### src/rtl/pc_gen.sv
// Fetch program-counter generator: BOOT/RUN/HALT sequencing, trap/jump redirects,
// ready/stall handshake and a saturating accepted-fetch counter.
module pc_gen #(
  parameter int unsigned       ADDR_W     = 32,
  parameter logic [ADDR_W-1:0] RESET_ADDR = '0,
  parameter int unsigned       STEP       = 4,
  parameter int unsigned       CNT_W      = 16
) (
  input  logic              clk_i,
  input  logic              rst_i,
  input  logic              stall_i,
  input  logic              halt_i,
  input  logic              jump_i,
  input  logic [ADDR_W-1:0] jump_addr_i,
  input  logic              trap_i,
  input  logic [ADDR_W-1:0] trap_addr_i,
  input  logic              pc_ready_i,
  output logic [ADDR_W-1:0] pc_o,
  output logic              pc_valid_o,
  output logic              ce_o,
  output logic              misalign_o,
  output logic [CNT_W-1:0]  fetch_cnt_o
);

  localparam logic [ADDR_W-1:0] AlignMask = ~ADDR_W'(STEP - 1);
  localparam logic [ADDR_W-1:0] StepInc   = ADDR_W'(STEP);
  localparam logic [CNT_W-1:0]  CntMax    = '1;

  typedef enum logic [1:0] {StBoot, StRun, StHalt} state_e;

  state_e             state_q, state_d;
  logic [ADDR_W-1:0]  pc_q, pc_d, target;
  logic               mis_q, mis_d;
  logic [CNT_W-1:0]   cnt_q, cnt_d;
  logic               valid, accepted, redirect;

  always_comb begin
    valid    = (state_q == StRun);
    accepted = valid && pc_ready_i && !stall_i;
    // Redirects are not honoured during the single BOOT cycle.
    redirect = (trap_i || jump_i) && (state_q != StBoot);
    target   = trap_i ? trap_addr_i : jump_addr_i;

    state_d = state_q;
    pc_d    = pc_q;
    mis_d   = 1'b0;
    cnt_d   = cnt_q;

    if (redirect) begin
      // Abandoned request in this cycle is dropped, so the counter is left alone.
      state_d = StRun;
      pc_d    = target & AlignMask;
      mis_d   = |(target & ~AlignMask);
    end else begin
      unique case (state_q)
        StBoot: state_d = StRun;
        StRun: begin
          if (accepted) begin
            pc_d = pc_q + StepInc;
            if (cnt_q != CntMax) cnt_d = cnt_q + CNT_W'(1);
          end
          if (halt_i) state_d = StHalt;
        end
        StHalt: state_d = StHalt;
        default: state_d = StBoot;
      endcase
    end
  end

  always_ff @(posedge clk_i or negedge rst_i) begin
    if (!rst_i) begin
      state_q <= StBoot;
      pc_q    <= RESET_ADDR;
      mis_q   <= 1'b0;
      cnt_q   <= '0;
    end else begin
      state_q <= state_d;
      pc_q    <= pc_d;
      mis_q   <= mis_d;
      cnt_q   <= cnt_d;
    end
  end

  assign pc_o        = pc_q;
  assign pc_valid_o  = valid;
  assign ce_o        = valid;
  assign misalign_o  = mis_q;
  assign fetch_cnt_o = cnt_q;

endmodule

### config.mk
export PLATFORM = sky130hd
export DESIGN_NAME = pc_gen
export DESIGN_NICKNAME = d
export VERILOG_FILES = /design/src/rtl/pc_gen.sv
export SDC_FILE = /design/constraint.sdc
export NUM_CORES = 1
export LEC_CHECK = 0
export ABC_AREA = 0
export BUFFER_PORTS_ARGS = -buffer_cell sky130_fd_sc_hd__buf_2
export CAP_MARGIN = 20
export CORE_UTILIZATION = 49
export DETAILED_ROUTE_END_ITERATION = 12
export MAX_ROUTING_LAYER = met4
export PLACE_DENSITY = 0.81
export SETUP_SLACK_MARGIN = 0.15
export SLEW_MARGIN = 40
export SYNTH_ARGS = -nofsm -noshare
export SYNTH_HDL_FRONTEND = slang
export SYNTH_SLANG_ARGS = --single-unit
export TNS_END_PERCENT = 1
### constraint.sdc
create_clock -name clk_i -period 2.68 [get_ports clk_i]
set_clock_uncertainty 0.2 [all_clocks]
set_input_delay 0.134 -clock clk_i [delete_from_list [all_inputs] [get_ports clk_i]]
set_output_delay 0.134 -clock clk_i [all_outputs]
set_load 0.1 [all_outputs]
== Yosys cells after proc, flatten, opt, wreduce, memory -nomap -nowiden ==
Cells that the tools add are included.
Widths: inputs -> output; s select.

* Flip-flop bits (word level): 51
* Output and inout bits: 51
* Logic and storage cells: 31

* Add/sub/neg operators: 2
* Eq/ne operators: 4
* Multiplexer cells: 8
* Bitwise gates (word level): 1
* Reduce and logical (&&, ||, !) cells: 12

{| class="wikitable"
|+ Operators with widths
! operator !! count
|-
| $mux 32 || 4
|-
| $add 32x3->32 const B || 1
|-
| $add 16x1->16 const B || 1
|-
| $ne 16x16->1 const B || 1
|-
| $pmux 2 s3 || 1
|-
| $reduce_bool 2->1 || 3
|-
| $mux 2 || 2
|-
| $reduce_and 4->1 || 1
|-
| $logic_and 1x1->1 || 3
|-
| $ne 3x2->1 const B || 1
|-
| $eq 2x1->1 const B || 1
|-
| $eq 2x2->1 const B || 1
|-
| $logic_not 2->1 || 1
|-
| $reduce_and 2->1 || 1
|-
| $reduce_or 2->1 || 1
|-
| $logic_not 1->1 || 1
|-
| $logic_or 1x1->1 || 1
|-
| $mux 1 || 1
|-
| $not 1->1 || 1
|}

== Depth between registers and ports, before layout ==
* Word-level depth: 6
* Depth in mapped cells: 8
* Mapped depth without buffers: 7

== Worst setup path after synthesis ==
Ideal clock, no wire load.

* Kind: register to register
* Start point: register state_q[1]
* End point: register pc_q[13], in the netlist pc_o[13]
* Arrival time: 2,486 ps
* Data required time: 2,402 ps
* Setup slack: -84 ps
* Stages on the path, launching flop included: 9
* Buffers on the path: 1
* Clock period less this slack: 2,764 ps
* Cell sequence: dfrtp_1 inv_1 ha_1 nand3b_1 nor2_1 buf_2 nand4_1 xor2_1 a21oi_1

* Cells in the longest elaborated chain, start to end: 5
* Elaborated cells on any way between the ends: 9

{| class="wikitable"
|+ Ends and longest elaborated chain
! item !! RTL line !! source
|-
| start, declared || 31 || <nowiki>state_e state_q, state_d;</nowiki>
|-
| start signal, assigned || 72 || <nowiki>state_q <= StBoot;</nowiki>
|-
| start signal, assigned || 77 || <nowiki>state_q <= state_d;</nowiki>
|-
| $eq 2x1->1 (*) || 38 || <nowiki>valid = (state_q == StRun);</nowiki>
|-
| named net ce_o || 20 || <nowiki>output logic ce_o,</nowiki>
|-
| $logic_and 1x1->1 (2 in a row) || 39 || <nowiki>accepted = valid && pc_ready_i && !stall_i;</nowiki>
|-
| $reduce_bool 2->1 (no line) || - ||
|-
| $reduce_and 2->1 (no line) (*) || - ||
|-
| end signal, assigned || 78 || <nowiki>pc_q <= pc_d;</nowiki>
|-
| end, declared || 32 || <nowiki>logic [ADDR_W-1:0] pc_q, pc_d, target;</nowiki>
|}

Mark *: on every way through the listed nets, which the timed path passes. The rest lies on a longest branch.
A chain may end at the register's enable or synchronous reset.

== Final worst setup path ==
* Start point: register state_q[1]
* End point: register cnt_q[1], in the netlist fetch_cnt_o[1]

* Cells in the longest elaborated chain, start to end: 4
* Elaborated cells on any way between the ends: 7

{| class="wikitable"
|+ Ends and longest elaborated chain
! item !! RTL line !! source
|-
| $eq 2x1->1 or $reduce_bool 2->1 (tied branches) || 38, 55, 41 ||
|-
| $logic_and 1x1->1 (on tied branches) || 39, 41 ||
|-
| $logic_and 1x1->1 or $not 1->1 (tied branches) || - ||
|-
| $reduce_and 4->1 (no line) (*) || - ||
|-
| end signal, assigned || 80 || <nowiki>cnt_q <= cnt_d;</nowiki>
|-
| end, declared || 34 || <nowiki>logic [CNT_W-1:0] cnt_q, cnt_d;</nowiki>
|}

Every way passes the cells marked *; elsewhere a longest branch is shown, timed or not.

==> results.txt <==
outcome -> finished, violations left
violated checks -> negative hold slack
Layout Area Growth over Synthesis -> 38.0%
number of hold violations in the final report -> 1
post-layout minimum cycle time -> 2.10 ns
max frequency -> 475 MHz
Total GRT Usage -> 28.2%
clock buffer depth -> 2
crit path DAT -> 2.10 ns
CTS sink cnt -> 49
worst min path class -> in2reg
DRC violation total after the first TritonRoute iteration -> 194
Total Routed Length -> 8.16 mm
# port buffers -> 119
clk root buf -> sky130_fd_sc_hd__clkbuf_8
synthesized cell area -> 2970 µm²
setup violators final -> 0
overall die width -> 79.8 µm
worst endpoint required time -> 2.67 ns
Pins Over Slew Limit -> 0
most used flip-flop cell after synthesis -> sky130_fd_sc_hd__dfrtp_1
worst voltage drop across the vdd grid -> 0.000901 V
most common library cell in the layout ignoring fill and taps -> sky130_fd_sc_hd__buf_2
post-CTS clock slew at the launch and capture registers of the worst setup and hold paths -> 0.08 ns
worst-case setup margin in the final layout -> 0.576 ns
number of global-route vias before repair -> 2983
delay contributed by the slowest stage of the critical path -> 0.39 ns
Setup TNS -> 0 ns
leading cell types in the layout, fill and taps excluded -> sky130_fd_sc_hd__buf_2 (119), sky130_fd_sc_hd__dfrtp_1 (49), sky130_fd_sc_hd__dlygate4sd3_1 (38)
boundary pin count -> 122
number of antenna violations at the first check in global routing -> 0
power per cell area -> 1170 nW/µm²
vias per cell -> 5.47
WS Path Type -> reg2reg
setup repair after global routing missed its margin -> false
fraction of final layout cells sized beyond drive strength 1 -> 30.8%
Initial Utilization -> 52.3%
Routability Congestion -> 0.822
pin count of the biggest net entering global routing -> 58
critical-path cell with the highest stage delay -> sky130_fd_sc_hd__dfrtp_1
TritonCTS clock tree -> done
sort of element at the start of the critical path -> flip-flop
worst hold margin -> -0.00105 ns
Post-synth EDFFs -> 0
category of the worst setup path capture point -> flip-flop
top fanout value on the critical path -> 20
transition at the pin with the smallest max-transition slack -> 0.613 ns
clock latency reported for the late side of the worst-skew pair -> 0.31 ns
Core Rows -> 27
# nets final -> 540
HPWL reported at the end of detailed placement -> 5.55 mm
leak pwr -> 1.88 nW
proportion of synthesized flip-flops having asynchronous set or reset -> 100%
Die Y-Extent -> 79.8 µm
grt total ovfl -> 0
Core Footprint -> 5680 µm²
die area -> 6370 µm²
cells after synthesis -> 313
max_cap viols -> 0
number of distinct library cells after synthesis -> 38
fraction of the cycle the final worst path needs -> 78.5%
fraction of the yosys area taken by sequential cells -> 41.3%
wire length of the first global-routing pass -> 13.5 mm
total clock buffers created by CTS -> 5
number of nets with antenna violations after detailed routing -> 0
diode count -> 0
number of synthesized register bits -> 49
remaining routing DRC violations -> 0
normalized max-slew margin -> 59.2%
cells traversed along the worst timing path -> inv_1 > ha_1 > o21bai_4 > nand2_1 > a21oi_2 > mux2_1
power consumption -> 4.81 mW
H-tree depth reported by CTS -> 2
detailed-router iteration count before antenna repair -> 4
vias post-DR -> 2939
Setup Slack @ Placement -> 0.563 ns
average wire length per cell after detail routing -> 15.2 µm
average instance area after synthesis -> 9.49 µm²
YS warnings -> 0
-- cells by family after synthesis --
kind of cell / count (synthesis) / share of synthesized area, %
buffers and inverters: 25 / 3.92
XOR/XNOR: 40 / 11.8
other: 1 / 0.126
flip-flops: 49 / 41.3
multiplexers: 6 / 2.06
AND/OR/NAND/NOR: 123 / 25.2
adder cells (fa/ha/maj): 4 / 1.69
AO/OA/AOI/OAI: 65 / 13.9
-- through the flow --
| step | util (%) | instance area, µm² | instances |
|---|---|---|---|
| finish | 72.2 | 4100 | 537 |
| floorplan | - | 2980 | 314 |
| global placement | 64.0 | 3630 | 492 |
| detailed placement | 64.0 | 3630 | 492 |
| global route | 72.2 | 4100 | 537 |
| CTS | 72.2 | 4100 | 537 |
-- sequential cells by signal, summed over array words and instances (netlist names) --
signal and count:
state_q 2, pc_o 30, misalign_o 1, fetch_cnt_o 16
-- Yosys cell counts, types with 5 or more instances --
library cell / number / share of area (%)
sky130_fd_sc_hd__xnor2_1: 13 / 3.8
sky130_fd_sc_hd__buf_4: 5 / 1.3
sky130_fd_sc_hd__a31oi_1: 5 / 1.1
sky130_fd_sc_hd__and2_1: 6 / 1.3
sky130_fd_sc_hd__nor2_1: 6 / 0.76
sky130_fd_sc_hd__xor2_1: 27 / 8.0
sky130_fd_sc_hd__nand4_1: 15 / 3.2
sky130_fd_sc_hd__a211oi_1: 28 / 7.1
sky130_fd_sc_hd__dfrtp_1: 49 / 41
sky130_fd_sc_hd__nand3_1: 15 / 2.5
sky130_fd_sc_hd__nand2_1: 22 / 2.8
sky130_fd_sc_hd__a21oi_1: 22 / 3.7
sky130_fd_sc_hd__and3_1: 12 / 2.5
sky130_fd_sc_hd__clkbuf_1: 13 / 1.6
sky130_fd_sc_hd__nor2b_1: 28 / 5.9
sky130_fd_sc_hd__mux2i_1: 5 / 1.7
-- per-layer routing --
layer  track usage, %  share of wire, %
met5                -                 0
met1             33.3                42
met2             46.5                49
met3             4.46               5.8
met4             14.5               3.4
-- cell type report --
type | instances | area, µm²
Multi-Input combinational cell | 240 | 1640
Fill cell | 438 | 1580
Sequential cell | 49 | 1230
Timing Repair Buffer | 165 | 1040
Tap cell | 72 | 90.1
Clock buffer | 7 | 86.3
Inverter | 4 | 15.0
-- worst max-delay path, delay by kind of cell, from the launching register on --
kind | cells | cell delay, ns
AOI/OAI and AO/OA | 2 | 0.58
adders and majority gates | 1 | 0.18
buffers and inverters | 1 | 0.09
DFF | 1 | 0.39
muxes | 1 | 0.36
and+or+nand+nor | 1 | 0.19
-- repair_timing --
action,in CTS,in global routing
resized for setup,0,0
setup buffers,0,0
hold buffers,38,0
endpoints found under the hold margin,57,0
-- where the power goes --
| part | internal, mW | leakage (nW) | switching, mW |
|---|---|---|---|
| clock | 0.205 | 0.0443 | 0.244 |
| combinational | 0.616 | 1.24 | 2.47 |
| sequential | 0.980 | 0.599 | 0.290 |
| total | 1.80 | 1.88 | 3.01 |
-- final timing paths --
| path | slack (ns) | from | end | depth (start not counted) |
|---|---|---|---|---|
| max | 0.58 | state_q[1] | fetch_cnt_o[1] | 6 |
| min | -0.001 | jump_i | state_q[1] | 3 |
| max reg2reg | 0.58 | state_q[1] | fetch_cnt_o[1] | 6 |
| min reg2reg | 0.31 | fetch_cnt_o[14] | fetch_cnt_o[14] | 1 |
| max in group asynchronous | 1.51 | rst_i | pc_o[12] | 3 |
| min in group asynchronous | 0.16 | rst_i | pc_o[28] | 2 |
(Power assumes the default switching activity.)
